<file path="src/rtl/filter_buffer.sv">
// Banked filter store: a beat stream fills NB_FILTER banks round-robin; all banks are read in parallel.
// Reads take 1 cycle and never stall. o_wr_rdy is high only while a load is in progress.

`ifndef FILTER_DW
`define FILTER_DW 8
`endif
`ifndef BUFFER_ADDRESS_BW
`define BUFFER_ADDRESS_BW 4
`endif
`ifndef FILTER_BUFFER_CNT
`define FILTER_BUFFER_CNT 4
`endif

module filter_buffer #(
  parameter int FILTER_DW = `FILTER_DW,
  parameter int BUF_AW    = `BUFFER_ADDRESS_BW,
  parameter int NB_FILTER = `FILTER_BUFFER_CNT
) (
  input  logic                 clk,
  input  logic                 rstn,
  input  logic                 i_load_start,
  input  logic [BUF_AW:0]      i_load_words,
  input  logic                 i_wr_vld,
  input  logic [FILTER_DW-1:0] i_wr_data,
  output logic                 o_wr_rdy,
  output logic                 o_loaded,
  output logic                 o_load_done,
  input  logic                 i_fb_req,
  input  logic [BUF_AW-1:0]    i_fb_addr,
  output logic [FILTER_DW-1:0] fb_data0_out,
  output logic [FILTER_DW-1:0] fb_data1_out,
  output logic [FILTER_DW-1:0] fb_data2_out,
  output logic [FILTER_DW-1:0] fb_data3_out,
  output logic                 o_rd_err
);

  localparam int DEPTH = 1 << BUF_AW;
  localparam int SEL_W = $clog2(NB_FILTER);
  localparam int CNT_W = BUF_AW + SEL_W + 1;
  localparam logic [BUF_AW:0] W_MAX = (BUF_AW+1)'(DEPTH);

  typedef enum logic [1:0] {S_IDLE, S_LOAD, S_READY} state_t;

  state_t               state_q, state_d;
  logic [BUF_AW:0]      w_q;
  logic [BUF_AW:0]      w_sat;
  logic [CNT_W-1:0]     cnt_q;
  logic [CNT_W-1:0]     total_beats;
  logic                 start_ok;
  logic                 wr_fire;
  logic                 last_beat;
  logic [SEL_W-1:0]     wr_bank;
  logic [BUF_AW-1:0]    wr_addr;

  logic [FILTER_DW-1:0] mem [NB_FILTER][DEPTH];
  logic [FILTER_DW-1:0] rd_q [NB_FILTER];

  assign w_sat       = (i_load_words > W_MAX) ? W_MAX : i_load_words;
  assign start_ok    = i_load_start && (state_q != S_LOAD);
  assign wr_fire     = i_wr_vld && o_wr_rdy;
  assign total_beats = CNT_W'(w_q) * CNT_W'(NB_FILTER);
  assign last_beat   = wr_fire && (cnt_q == total_beats - CNT_W'(1));
  // Beat k lands in bank k mod NB_FILTER at row k / NB_FILTER.
  assign wr_bank     = cnt_q[SEL_W-1:0];
  assign wr_addr     = cnt_q[SEL_W +: BUF_AW];

  always_ff @(posedge clk or negedge rstn) begin
    if (!rstn) state_q <= S_IDLE;
    else       state_q <= state_d;
  end

  always_comb begin
    state_d = state_q;
    case (state_q)
      S_IDLE, S_READY: begin
        if (i_load_start) state_d = (w_sat == '0) ? S_READY : S_LOAD;
      end
      S_LOAD: begin
        if (last_beat) state_d = S_READY;
      end
      default: state_d = S_IDLE;
    endcase
  end

  always_comb begin
    o_wr_rdy = (state_q == S_LOAD);
  end

  always_ff @(posedge clk or negedge rstn) begin
    if (!rstn) begin
      w_q         <= '0;
      cnt_q       <= '0;
      o_loaded    <= 1'b0;
      o_load_done <= 1'b0;
    end else begin
      o_load_done <= 1'b0;
      if (start_ok) begin
        w_q   <= w_sat;
        cnt_q <= '0;
        if (w_sat == '0) begin
          o_load_done <= 1'b1;
          o_loaded    <= 1'b1;
        end else begin
          o_loaded <= 1'b0;
        end
      end else if (wr_fire) begin
        cnt_q <= cnt_q + CNT_W'(1);
        if (last_beat) begin
          o_load_done <= 1'b1;
          o_loaded    <= 1'b1;
        end
      end
    end
  end

  // Storage is deliberately not reset; a same-cycle read sees the pre-write word.
  always_ff @(posedge clk) begin
    if (wr_fire) mem[wr_bank][wr_addr] <= i_wr_data;
  end

  always_ff @(posedge clk or negedge rstn) begin
    if (!rstn) begin
      for (int b = 0; b < NB_FILTER; b++) rd_q[b] <= '0;
      o_rd_err <= 1'b0;
    end else begin
      if (i_fb_req) begin
        for (int b = 0; b < NB_FILTER; b++) rd_q[b] <= mem[b][i_fb_addr];
      end
      o_rd_err <= i_fb_req && ((state_q != S_READY) || ({1'b0, i_fb_addr} >= w_q));
    end
  end

  assign fb_data0_out = rd_q[0];
  assign fb_data1_out = rd_q[1];
  assign fb_data2_out = rd_q[2];
  assign fb_data3_out = rd_q[3];

endmodule

</file>
<file path="config.mk">
export PLATFORM = sky130hd
export DESIGN_NAME = filter_buffer
export DESIGN_NICKNAME = d
export VERILOG_FILES = /design/src/rtl/filter_buffer.sv
export SDC_FILE = /design/constraint.sdc
export NUM_CORES = 1
export LEC_CHECK = 0
export CAP_MARGIN = 20
export CORE_MARGIN = 2
export CORE_UTILIZATION = 56
export DETAILED_ROUTE_END_ITERATION = 8
export PLACE_DENSITY = 0.74
export SLEW_MARGIN = 20
export SYNTH_ARGS = -nofsm -noshare
export SYNTH_HDL_FRONTEND = slang
export SYNTH_SLANG_ARGS = --single-unit
export TNS_END_PERCENT = 10
</file>
<file path="constraint.sdc">
create_clock -name clk -period 2.2 [get_ports clk]
set_input_delay 0.33 -clock clk [delete_from_list [all_inputs] [get_ports clk]]
set_output_delay 0.33 -clock clk [all_outputs]
set_load 0.03 [all_outputs]
</file>
Yosys cells after proc, flatten, opt, wreduce, memory -nomap -nowiden:

Memory sizes are Yosys's and may differ from the RTL's.
Cells that the tools add are included.

* register bits after elaboration: 49
* bits in latches: 0
* RAM bits: 512
* ROM bits: 0
* input port bits: 22
* output and inout bits: 36
* logic and storage cells: 70
* memories kept: 1

* $add $sub $neg: 2
* multipliers: 0
* div/mod/pow operators: 0
* order comparisons: 5
* equal/unequal tests: 7
* shift operators: 0
* mux-type cells: 30
* bitwise logic cells: 2
* reductions and logical operators: 13

Memory list
* mem: depth 4, bits a word 128, read ports 4, clocked after Yosys merged registers in 0, write ports 1, RTL line 55 `logic [FILTER_DW-1:0] mem [NB_FILTER][DEPTH];`

Operators by type and width (number)
* $bmux W8 S4: 4
* $mux W128: 1
* $mux W8: 9
* $demux W8 S4: 1
* $mux W7: 2
* $ge A5 B5 Y1 const B: 2
* $not A4 Y5: 2
* $mux W1: 8
* $add A7 B1 Y7 const B: 1
* $eq A7 B7 Y1: 1
* $sub A7 B1 Y7 const B: 1
* $mux W2: 3
* $ge A4 B5 Y1: 1
* $gt A5 B5 Y1 const B: 1
* $logic_and A1 B1 Y1: 5
* $logic_not A5 Y1: 1
* $lt A5 B1 Y1 const B: 1
* $mux W5: 1
* $ne A2 B1 Y1 const B: 2
* $ne A2 B2 Y1 const B: 2
* $pmux W2 S2: 1
* $reduce_and A2 Y1: 2
* $reduce_bool A2 Y1: 2
* $eq A2 B1 Y1 const B: 1
* 4 further kinds: 4

Longest topological paths before layout:

Gate-level depths: netlist of the first run.

* word-level depth: 6
* gate-level depth with buffers: 7
* depth with buffers taken out: 7

Worst setup path after synthesis of the first run:

No wires, ideal clock.

* path kind: reg-to-reg
* start: reg state_q[1]
* end: mem mem[0][120] (netlist name) (enable)
* setup time: 332 ps
* data arrival time: 1784 ps
* required time: 1868 ps
* path slack: 85 ps
* stages on the path, launching flop included: 7
* buffers on the path: 0
* period minus slack after synthesis: 2115 ps
* cells stage by stage: dfrtp_1 -> nand2b_1 -> inv_1 -> nand2_1 -> or3_1 -> nor3_1 -> and2_1

* word-level cells in the longest chain between the ends: 4

RTL lines
* start: declaration: RTL line 44 `state_t state_q, state_d;`
* start signal: assignment: RTL line 69 `else state_q <= state_d;`
* $eq A2 B1 Y1: RTL line 86 `o_wr_rdy = (state_q == S_LOAD);`
* via o_wr_rdy: RTL line 25 `output logic o_wr_rdy,`
* $logic_and A1 B1 Y1: RTL line 60 `assign wr_fire = i_wr_vld && o_wr_rdy;`
* $mux W1: RTL line 118 `if (wr_fire) mem[wr_bank][wr_addr] <= i_wr_data;`
* $mux W128 (not written as such): RTL line 118
* end: declaration: RTL line 55

The timed path passes the listed nets, and every way through them passes these cells.

Worst setup path after layout of the first run:

* start: reg state_q[1]
* end: mem mem[0][31] (netlist name) (enable)

* word-level cells in the longest chain between the ends: 4

RTL lines (RTL line)
* $eq A2 B1 Y1: 86
* $logic_and A1 B1 Y1: 60
* $mux W1: 118
* $mux W128 (not written as such): 118

No other way between the ends.

==> out/metrics.yaml, run 1 <==
status:
  status: "complete, no violations"
global_route:
  overflow: 0
  grt_max_degree: 66
  gr-usage-all-layers_pct: 25.16
  grt_pass1_vias: 11520
  grt_pass1_wl_um: 74850
  antenna_found_initial: 0
drt:
  drt-initial-drc-count: 1099
  vias: 11080
  viasPerCell: 6.162
  first_pass_iters: 6
  routed_wl_um: 49530
  ant_nets: 0
  drcViolationCount: 0
  wl_per_cell_um: 27.55
pwr:
  power_density_nw_per_um2: 940.5
  vdd_drop_max_uv: 661.9
  p_leak_nw: 8.823
  power.total_mw: 24.65
timing:
  tns_ns: 0
  rsz0062_at_grt: "no"
  skew_ns: 0.008713
  worst_hold_slack_ns: 0.2504
  min_period_ns: 2.081
  slew_violations: 0
  relSlewSlack_pct: 51.24
  fmax_ghz: 0.4805
  hold_viol_final: 0
  finalSetupViolCount: 0
  max_slew.worst_pin.slew_ns: 0.7313
  fin_crit_sh_pct: 94.59
synthesis:
  syn_inst: 1051
  synth_area_leaders: "edfxtp_1 70%, mux4_2 13%, dfrtp_1 5.6%"
  syn_nets: 1082
  ys_ff_latch: 561
  syn_area_per_cell_um2: 20.78
  synth.top_cell.area_share_pct: 70.40
  synth_area_leader_cell: "edfxtp_1"
  ys_warn_count: 0
  ys_seq_area_share_pct: 76.02
  synth_area_um2: 21840
  synth.distinct_cells: 42
placed_design:
  dpl.hpwl_um: 29540
  dp_cells: 1697
  gp_congestion: 0.7903
  port_buffers: 57
clocking:
  cts_root_buf: "clkbuf_16"
  clock_sinks: 561
  cts_buffers: 53
  htreeDepth: 2
  cts_tree: "yes"
  cts.path.max_buffers: 3
  clk_pin_slew_ns: 0.07
  worstSkewPairLatency_ns: 0.58
floorplan:
  core_area_um2: 38560
  initial_core_util_pct: 56.64
  io_pins: 58
  rows: 72
  die_area_um2: 40590
  die_y_um: 201.5
  die_x_um: 201.5
cells_and_area:
  drive_gt1_share_pct: 30.23
  fillers: 2383
  final_cells: 1798
  antennaDiodeCount: 0
  area_delta_synth_final_pct: 20.02
  fin_util_pct: 67.98
  layout.nets: 1267
worst_setup_path:
  end_kind: "flip-flop"
  required_ns: 2.49
  crit_arrival_ns: 2.37
  cp_max_fo: 8
  crit_type: "flip-flop to flip-flop"
  cp-start-kind: "flip-flop"
worst_hold_path:
  hold_class: "primary input to flip-flop"
run:
  maxCapViolations: 0
-- critical path: stages, from the launching register on --
cell      delay [ns]
dfrtp_1         0.40
nand2b_1        0.17
inv_1           0.11
nand2_1         0.10
or3_4           0.37
nor2_1          0.12
buf_4           0.17
and2_1          0.20
buf_12          0.14
-- cells in the final DEF (no fill, tap or decap), types with 13 or more instances in the layout --
master / Yosys / layout
clkbuf_1: 27 / 13
nand2_1: 17 / 17
o22ai_1: 64 / 64
nor2_1: 15 / 15
clkdlybuf4s50_1: 0 / 43
edfxtp_1: 512 / 512
and2_1: 33 / 33
clkinv_1: 0 / 15
buf_12: 1 / 60
clkbuf_16: 0 / 55
buf_4: 6 / 73
mux2_2: 32 / 32
mux4_2: 128 / 128
and3_1: 27 / 27
a21oi_1: 35 / 35
dfrtp_1: 49 / 49
-- state kept, by name, indices dropped and copies added, names as in the netlist --
signal and cells:
fb_data3_out 8, mem 512, fb_data1_out 8, o_loaded 1
w_q 5, o_load_done 1, cnt_q 7, state_q 2
fb_data0_out 8, fb_data2_out 8, o_rd_err 1
-- routing by layer --
| metal | vias to the layer above | GRT usage [%] | share of wire, % |
|---|---|---|---|
| met5 | - | 0 | 0 |
| met4 | 0 | 7.799 | 2.9 |
| met3 | 86 | 3.596 | 7.0 |
| met2 | 511 | 41.64 | 51 |
| met1 | 5765 | 35.36 | 40 |
| li1 | 4718 | - | - |
-- kinds of logic (layout without fill, tap and decap cells) --
group	count (synthesis)	in the layout	synth area share (%)
simple gates	129	129	3.420
xor+xnor	9	9	0.3609
mux	161	161	14.90
fa+ha+maj	9	9	0.5157
flops	561	561	76.02
buf+inv	70	299	1.810
compound gates	112	112	2.979
-- cell usage after synthesis, drive strengths merged --
cell / instances
buf: 33
xor2: 5
and3: 31
clkbuf: 29
nand2b: 6
nand3b: 6
dfrtp: 49
or2: 1
xnor2: 4
nor2b: 3
nand4: 2
nor3b: 1
nand2: 18
nand3: 3
edfxtp: 512
nor3: 3
inv: 8
a311oi: 1
o31ai: 1
o22ai: 64
o2bb2ai: 1
and2: 34
nor2: 15
mux2: 32
o21ai: 10
nor4: 1
mux4: 128
a21oi: 35
nor4b: 1
or3: 1
mux2i: 1
ha: 9
or4: 2
and3b: 1
-- final timing paths --
| path | start | to | slack, ns | cells after the start |
|---|---|---|---|---|
| setup / recovery | state_q[1]$_DFFE_PN0P_ | mem[0][31]$_DFFE_PP_ | 0.12 | 8 |
| hold / removal | i_fb_req | o_rd_err$_DFF_PN0_ | 0.25 | 4 |
| setup reg to reg | state_q[1]$_DFFE_PN0P_ | mem[0][31]$_DFFE_PP_ | 0.12 | 8 |
| hold reg to reg | o_loaded$_DFFE_PN0P_ | o_loaded$_DFFE_PN0P_ | 0.51 | 2 |
| max in group asynchronous | rstn | fb_data0_out[1]$_DFFE_PN0P_ | 1.59 | 3 |
| min in group asynchronous | rstn | fb_data3_out[3]$_DFFE_PN0P_ | 0.31 | 3 |
-- per-stage QoR --
step / setup WS, ns / area [um^2]
after global placement: -0.07419 / 24390
after floorplan: 0.08469 / 21840
after global routing: 0.01878 / 26210
after detailed placement: -0.09267 / 24390
final: 0.1190 / 26210
after CTS: 0.04263 / 26200
-- area by class of cell --
class	instances	area [um^2]	area share (%)
flip-flops and latches	561	16600	63.33
clock inverters	31	367.9	1.403
well taps	518	648.1	2.473
repair buffers	192	2287	8.726
inverters	8	30.03	0.1146
clock buffers	68	1425	5.437
multi-input cells	420	4852	18.51
-- report_power, final --
group | switching (mW) | internal, mW | total [mW]
Sequential | 0.258 | 12.1 | 12.3
Clock | 3.75 | 5.61 | 9.37
Combinational | 1.71 | 1.24 | 2.95
Total | 5.73 | 18.9 | 24.7
-- repair_timing --
item,4_1_cts,5_1_grt
endpoints found under the hold margin,49,0
cloned,0,0
buffers inserted,0,1
hold buffers,1,0
gates resized for setup,2,2
setup endpoints to repair,9,44
No activity file was read; power rests on OpenSTA's default activity.
==> run 2, diff against run 1 <==
--- a/config.mk
+++ b/config.mk
@@ -9,7 +9,7 @@
 export CORE_MARGIN = 2
 export CORE_UTILIZATION = 56
 export DETAILED_ROUTE_END_ITERATION = 8
-export PLACE_DENSITY = 0.74
+export PLACE_DENSITY_LB_ADDON = 0.05
 export SLEW_MARGIN = 20
 export SYNTH_ARGS = -nofsm -noshare
 export SYNTH_HDL_FRONTEND = slang
==> constraint.sdc (replaced) <==
create_clock -name clk -period 2.6 [get_ports clk]
set_input_delay 0.39 -clock clk [delete_from_list [all_inputs] [get_ports clk]]
set_output_delay 0.39 -clock clk [all_outputs]
set_load 0.03 [all_outputs]
==> out/metrics.yaml, run 2 (synthesis gave the netlist of run 1 again) <==
placed_design:
  dp_cells: 1670
  dpl.hpwl_um: 30560
  gp_congestion: 0.8020
  port_buffers: 57
  dp_slack_ns: -0.1510
pwr:
  vdd_drop_max_uv: 657.2
  switching_share_pct: 23.70
  p_seq_share_pct: 51.1
  power.total_mw: 20.44
  power_switching_mw: 4.844
  power_density_nw_per_um2: 801.2
  p_leak_nw: 8.538
  p_clk_share_pct: 37.3
  internal-power_mw: 15.59
  power_frac_comb_pct: 11.5
worst_setup_path:
  crit_type: "flip-flop to primary output"
  required_ns: 2.21
  end_kind: "primary output"
  regToRegSetupSlack_ns: 0.20
  crit_arrival_ns: 2.04
  cp-start-kind: "flip-flop"
  cp_max_fo: 5
timing:
  finalSetupViolCount: 0
  skew_ns: 0.01835
  relSlewSlack_pct: 47.43
  rsz0062_at_grt: "no"
  fmax_ghz: 0.4122
  worst_hold_slack_ns: 0.2108
  tns_ns: 0
  slew_violations: 0
  fin_ws_ns: 0.1738
  fin_crit_sh_pct: 93.32
  hold_viol_final: 0
  max_slew.worst_pin.slew_ns: 0.7886
  min_period_ns: 2.426
drt:
  drcViolationCount: 0
  drt-initial-drc-count: 947
  routed_wl_um: 49250
  vias: 10790
  wl_per_cell_um: 27.83
  viasPerCell: 6.093
  ant_nets: 0
  first_pass_iters: 4
cells_and_area:
  largest_register_ffs: 512
  final_common_cell: "edfxtp_1"
  antennaDiodeCount: 0
  layout.nets: 1240
  drive_gt1_share_pct: 28.91
  mostFrequentLayoutCells: "512 x edfxtp_1, 128 x mux4_2, 79 x buf_4"
  regMostFlops: "mem"
  area_delta_synth_final_pct: 16.80
  final_cells: 1770
  fillers: 2627
run:
  maxCapViolations: 0
global_route:
  antenna_found_initial: 0
  gr-usage-all-layers_pct: 25.24
  grt_max_degree: 66
  overflow: 0
  grt_pass1_wl_um: 74140
  grt_pass1_vias: 11140
clocking:
  cts.path.max_buffers: 3
  clock_sinks: 561
  cts_root_buf: "clkbuf_16"
  clk_pin_slew_ns: 0.06
  post_cts_buffers: 0
  cts_buffers: 54
  htreeDepth: 2
  cts_tree: "yes"
  worstSkewPairLatency_ns: 0.59
floorplan:
  io_pins: 58
  die_area_um2: 40590
  die_x_um: 201.5
  initial_core_util_pct: 56.64
  die_y_um: 201.5
  core_area_um2: 38560
  rows: 72
status:
  status: "complete, no violations"
worst_hold_path:
  hold_class: "primary input to flip-flop"
-- run 2: stage by stage --
stage | instance area (um^2) | utilization, %
finish | 25510 | 66.16
global route | 25510 | 66.16
CTS | 25510 | 66.15
detailed placement | 23770 | 61.66
global placement | 23770 | 61.66
floorplan | 21840 | -
-- run 2: area by class of cell --
type	instances	area, um^2	share of cell area (%)
tap	518	648.1	2.541
sequential	561	16600	65.08
timing repair buffer	164	1662	6.514
multi-input combinational	420	4845	18.99
clock inverter	20	207.7	0.8142
clock buffer	79	1515	5.940
inverter	8	30.03	0.1177
-- run 2: routing by layer --
metal  up-vias  track usage, %  share of wire (%)
li1       4663               -                  -
met1      5711           35.69                 42
met2       339           40.96                 49
met3        72           4.244                5.8
met4         0           7.983                2.6
met5         -               0                  0
-- run 2: timing repair --
item                                   in CTS  in global routing
resized for setup                           0                  1
endpoints found under the hold margin      49                  0
setup endpoints to repair                   0                 32
hold buffers                                1                  0
-- run 2: path summary, 6_finish.rpt --
check,endpoint,depth (start not counted),startpoint
hold reg to reg,o_loaded$_DFFE_PN0P_,2,o_loaded$_DFFE_PN0P_
min in group asynchronous,o_rd_err$_DFF_PN0_,3,rstn
hold / removal,mem[3][122]$_DFFE_PP_,1,i_wr_data[2]
max in group asynchronous,fb_data3_out[7]$_DFFE_PN0P_,3,rstn
setup reg to reg,mem[0][60]$_DFFE_PP_,6,state_q[1]$_DFFE_PN0P_
setup / recovery,o_wr_rdy,3,state_q[1]$_DFFE_PN0P_
-- run 2: worst max-delay path: stages, from the launching register on --
cell and delay, ns:
dfrtp_1 0.43, nand2b_1 0.19, inv_1 0.13, clkdlybuf4s50_1 0.70
-- run 2: power by group through the flow --
stage          Clock (mW)  Combinational [mW]  Sequential (mW)
6_report             7.63                2.36             10.4
5_1_grt              8.11                2.54             10.5
4_1_cts              7.74                2.38             10.4
3_5_place_dp            0                2.37             10.6
3_3_place_gp            0                2.34             10.6
2_1_floorplan           0                1.19             10.7
